File: config.mk
export PLATFORM = sky130hd
export DESIGN_NAME = serial_sub_ctrl
export DESIGN_NICKNAME = d
export VERILOG_FILES = /design/src/rtl/serial_sub_ctrl_pkg.sv /design/src/rtl/serial_sub_ctrl_fs_bit.sv /design/src/rtl/serial_sub_ctrl.sv
export SDC_FILE = /design/constraint.sdc
export NUM_CORES = 1
export LEC_CHECK = 0
export BUFFER_PORTS_ARGS = -buffer_cell sky130_fd_sc_hd__buf_2
export CORE_ASPECT_RATIO = 2
export CORE_MARGIN = 4
export CORE_UTILIZATION = 40
export CTS_CLUSTER_SIZE = 30
export DETAILED_ROUTE_END_ITERATION = 10
export GPL_ROUTABILITY_DRIVEN = 1
export SYNTH_ARGS = -nofsm -noshare
export SYNTH_HDL_FRONTEND = slang
export SYNTH_SLANG_ARGS = --single-unit
File: constraint.sdc
create_clock -name clk -period 1.5 [get_ports clk]
set_input_delay 0.15 -clock clk [delete_from_list [all_inputs] [get_ports clk]]
set_output_delay 0.15 -clock clk [all_outputs]
set_load 0.01 [all_outputs]
File: src/rtl/serial_sub_ctrl_pkg.sv
// Shared definitions for the bit-serial subtractor: FSM state encodings and default operand width.
// Imported by serial_sub_ctrl and fs_bit.
package serial_sub_ctrl_pkg;

  localparam int SUB_W_DEFAULT = 8;

  typedef enum logic [1:0] {
    IDLE = 2'd0,
    RUN  = 2'd1,
    DONE = 2'd2
  } state_t;

endpackage

File: src/rtl/serial_sub_ctrl_fs_bit.sv
// One-bit full subtractor (d = a - b - bin), built from two half-subtractor stages plus an OR.
// Purely combinational; no state, no flow control.
module fs_bit
  import serial_sub_ctrl_pkg::*;
(
  input  logic a,
  input  logic b,
  input  logic bin,
  output logic d,
  output logic bout
);

  logic hs1_d, hs1_b, hs2_b;

  // a - b
  assign hs1_d = a ^ b;
  assign hs1_b = ~a & b;

  // (a - b) - bin
  assign d     = hs1_d ^ bin;
  assign hs2_b = ~hs1_d & bin;

  assign bout  = hs1_b | hs2_b;

endmodule

File: src/rtl/serial_sub_ctrl.sv
// Bit-serial a-b, LSB first, one bit per clk; optional signed-overflow flag under SUB_OVF_EN.
// Latency: done pulses W+1 cycles after the start-accepting edge; start is ignored unless IDLE (no queuing).
// Results (diff, bout, ovf) are registered and hold until the next accepted start.
module serial_sub_ctrl
  import serial_sub_ctrl_pkg::*;
#(
  parameter int W = SUB_W_DEFAULT
)
(
  input  logic         clk,
  input  logic         rst,
  input  logic         start,
  input  logic [W-1:0] a,
  input  logic [W-1:0] b,
  output logic         busy,
  output logic         done,
  output logic [W-1:0] diff,
  output logic         bout
`ifdef SUB_OVF_EN
  ,
  output logic         ovf
`endif
);

  localparam int CW = $clog2(W) + 1;

  state_t         state_q, state_d;
  logic [W-1:0]   a_sh, b_sh, diff_q;
  logic           bor_q, bout_q;
  logic [CW-1:0]  cnt_q;
  logic           cell_d, cell_bout, last_bit;

`ifdef SUB_OVF_EN
  logic           a_msb_q, b_msb_q, ovf_q;
`endif

  assign last_bit = (cnt_q == CW'(W - 1));

  fs_bit u_cell (
    .a    (a_sh[0]),
    .b    (b_sh[0]),
    .bin  (bor_q),
    .d    (cell_d),
    .bout (cell_bout)
  );

  always_ff @(posedge clk) begin
    if (rst) state_q <= IDLE;
    else     state_q <= state_d;
  end

  always_comb begin
    state_d = state_q;
    case (state_q)
      IDLE:    if (start)    state_d = RUN;
      RUN:     if (last_bit) state_d = DONE;
      DONE:                  state_d = IDLE;
      default:               state_d = IDLE;
    endcase
  end

  // Operands shift right past the cell; each result bit enters diff at the MSB so
  // that after W shifts bit 0 of the result sits at diff[0].
  always_ff @(posedge clk) begin
    if (rst) begin
      a_sh    <= '0;
      b_sh    <= '0;
      diff_q  <= '0;
      bor_q   <= 1'b0;
      bout_q  <= 1'b0;
      cnt_q   <= '0;
`ifdef SUB_OVF_EN
      a_msb_q <= 1'b0;
      b_msb_q <= 1'b0;
      ovf_q   <= 1'b0;
`endif
    end else begin
      case (state_q)
        IDLE: begin
          if (start) begin
            a_sh    <= a;
            b_sh    <= b;
            bor_q   <= 1'b0;
            cnt_q   <= '0;
`ifdef SUB_OVF_EN
            a_msb_q <= a[W-1];
            b_msb_q <= b[W-1];
`endif
          end
        end
        RUN: begin
          a_sh   <= {1'b0, a_sh[W-1:1]};
          b_sh   <= {1'b0, b_sh[W-1:1]};
          diff_q <= {cell_d, diff_q[W-1:1]};
          bor_q  <= cell_bout;
          cnt_q  <= cnt_q + 1'b1;
          if (last_bit) begin
            bout_q <= cell_bout;
`ifdef SUB_OVF_EN
            // cell_d here is the result MSB
            ovf_q  <= (a_msb_q ^ b_msb_q) & (a_msb_q ^ cell_d);
`endif
          end
        end
        default: ;
      endcase
    end
  end

  assign busy = (state_q == RUN);
  assign done = (state_q == DONE);
  assign diff = diff_q;
  assign bout = bout_q;
`ifdef SUB_OVF_EN
  assign ovf  = ovf_q;
`endif

endmodule

==> impl_metrics.ini <==
[hold_path]
min_from = a[7]
min_to = a_sh[7]
hold_depth = 3
hold_path.class = primary input to flop

[cts]
cts_root_buf = clkbuf_8
cts.htree.levels = 2
cts_buffer_depth = 2
clk_pin_slew_ns = 0.06
ctsHoldBuffers = 0
insertion_delay_ns = 0.28
cts_buffers = 5
cts_tree = built
clock_sinks = 32

[global_route]
grt_pass1_wl_um = 5092
groute.usage.overall_pct = 14.67
antenna_found_initial = 0
overflow = 0
grt_max_degree = 33
grt_pass1_vias = 1173

[status]
run_status = finished clean

[timing]
setup-tns-final_ns = 0
hold_viol = 0
fmax_mhz = 724.4
setup_viol = 0
drv_slew = 0
finalCritPeriodShare_pct = 92.03
worst_clock_skew_ns = 0.003772
rsz0062_at_grt = false
maxSlewHeadroom_pct = 61.42
timing.final.crit_period_ns = 1.380
worst_pin_slew_ns = 0.5787

[setup_path]
crit_chain = nand2b_4, clkinvlp_4, buf_4, buf_2
cp_slowest_cell = dfxtp_2
end_kind = primary output
worst-r2r-cell-count = 4
crit_path_start = state_q[1]
worstPathMaxFanout = 7
slowest_delay_ns = 0.37
cp_num_buf_inv = 3
reg2reg_slack_ns = 0.17
r2r_start = state_q[0]
timing.rr.end = b_sh[1]
arrival_ns = 1.23
critPathKind = flop to primary output
crit_required_ns = 1.35
path_delay_family = buffers and inverters
cp.depth = 4
startpoint_type = flop

[synth]
ys_warn_count = 0
yosys_register_bits = 32
synth_fa_ha_area_share_pct = 2.410
yosysUniqueCellTypes = 28
synth_top_area_cell = dfxtp_1
synthArstFlopShare_pct = 0
synthXorXnorAreaFrac_pct = 0
synth_top_family_by_area = compound AO/OA/AOI/OAI gates
ys_seq_area_share_pct = 47.45
synth_edf_count = 0
muxShareOfSynthArea_pct = 0
synth_area_leaders = dfxtp_1, a211oi_1, nor2_1
synth-compound-area-share_pct = 26.41
syn-num-nets = 176
synth_common_cells = dfxtp_1, nor2_1, nand2_1, a211oi_1, a21oi_1
synth_top_area_share_pct = 47.45
syn_area_mm2 = 0.001350
synth_cells = 155
syn_avg_cell_area_um2 = 8.710
synth_most_common_cell = dfxtp_1
synthSimpleGateAreaFrac_pct = 17.52
synth-main-ff-cell = dfxtp_1

[cells_and_area]
fill_cells = 322
final_cells = 217
final_nets = 206
regArea_um2 = 641.9
area_delta_synth_final_pct = 19.56
fin_area_mm2 = 0.001614
fin_util_pct = 49.98
antenna_cells = 0
drive_above_1_share_pct = 24.19
multi_input_area_um2 = 625.6

[pwr]
power.leakage_nw = 0.6521
power.density_mw_per_mm2 = 1127
p_total_mw = 1.818
peakVddDrop_uv = 692.3

[drt]
drt_iter0_drc = 36
dr.pass1.iters = 4
vias = 1206
drc = 0
final_antenna_net_count = 0
drt-total-wl_um = 3038
wl_per_cell_um = 14.00
vias_per_cell = 5.558

[placement]
io_buffers = 29
hpwl_um = 2171
gp_congestion = 0.7004
place_inst = 208
post_dp_cell_area_mm2 = 0.001511

[flow_run]
cap_violations = 0

[floorplan]
core_mm2 = 0.003229
dieWidth_um = 49.08
die_y_um = 90.16
rows = 29
dieArea_mm2 = 0.004425
ioPinCount = 30
initial_utilization_pct = 41.81
## cells in the final DEF (no fill, tap or decap), types with 6 or more instances in the layout
cell	Yosys	final
a211oi_1	15	15
o2bb2ai_1	8	8
clkbuf_8	0	6
dfxtp_1	32	31
a21oi_1	10	10
o22ai_1	6	6
buf_2	4	29
nand2_1	21	21
nor2_1	28	28
## per-layer routing
metal / wire length, µm / vias to the layer above / track usage [%]
met1: 1219 / 561 / 14.95
met3: 139 / 7 / 3.146
li1: - / 605 / -
met2: 1597 / 33 / 25.90
met5: 0 / - / 0
met4: 81 / 0 / 9.501
## cells by family after synthesis
| kind of cell | after synthesis |
|---|---|
| fa+ha+maj | 2 |
| simple gates | 56 |
| buf+inv | 16 |
| compound gates | 49 |
| flops | 32 |
## report_power, final
group	switching (mW)	internal [mW]
clock	0.304	0.374
sequential	0.0290	0.897
combinational	0.116	0.0981
## worst reg2reg max path: cells and delay by family, from the launching register on
kind	cells	cell delay, ns
buf+inv	1	0.17
simple gates	1	0.08
compound gates	2	0.56
flops	1	0.44
## layout make-up
cell class | instances | share of cell area (%)
multi-input cells | 107 | 38.76
inverters | 5 | 1.395
repair buffers | 34 | 12.09
flip-flops and latches | 32 | 39.77
clock buffers | 8 | 5.581
well taps | 31 | 2.403
## state kept, by name, indices dropped and copies added (netlist names)
signal,count
bor_q,1
bout,1
b_sh,8
cnt_q,4
diff,8
a_sh,8
state_q,2
## metrics by stage
stage	setup slack, ns	hold WS (ns)
2_1_floorplan	0.3464	0.2221
3_3_place_gp	0.2135	0.3890
4_1_cts	0.03208	0.1075
3_5_place_dp	0.1478	0.3944
5_1_grt	0.005457	0.1357
6_report	0.1196	0.1096
## worst max-delay path by stage
| stage | to | slack, ns |
|---|---|---|
| 6_report | busy | 0.12 |
| 5_1_grt | a_sh[6] | 0.005 |
| 4_1_cts | busy | 0.03 |
| 3_5_place_dp | b_sh[1] | 0.15 |
| 3_3_place_gp | b_sh[3] | 0.21 |
| 2_1_floorplan | cnt_q[3] | 0.35 |
## what timing repair did
item	CTS	global route
pin swaps	0	0
setup buffers	1	0
resized for setup	1	1
endpoints found under the setup margin	1	1
No activity file was read; power rests on OpenSTA's default activity.
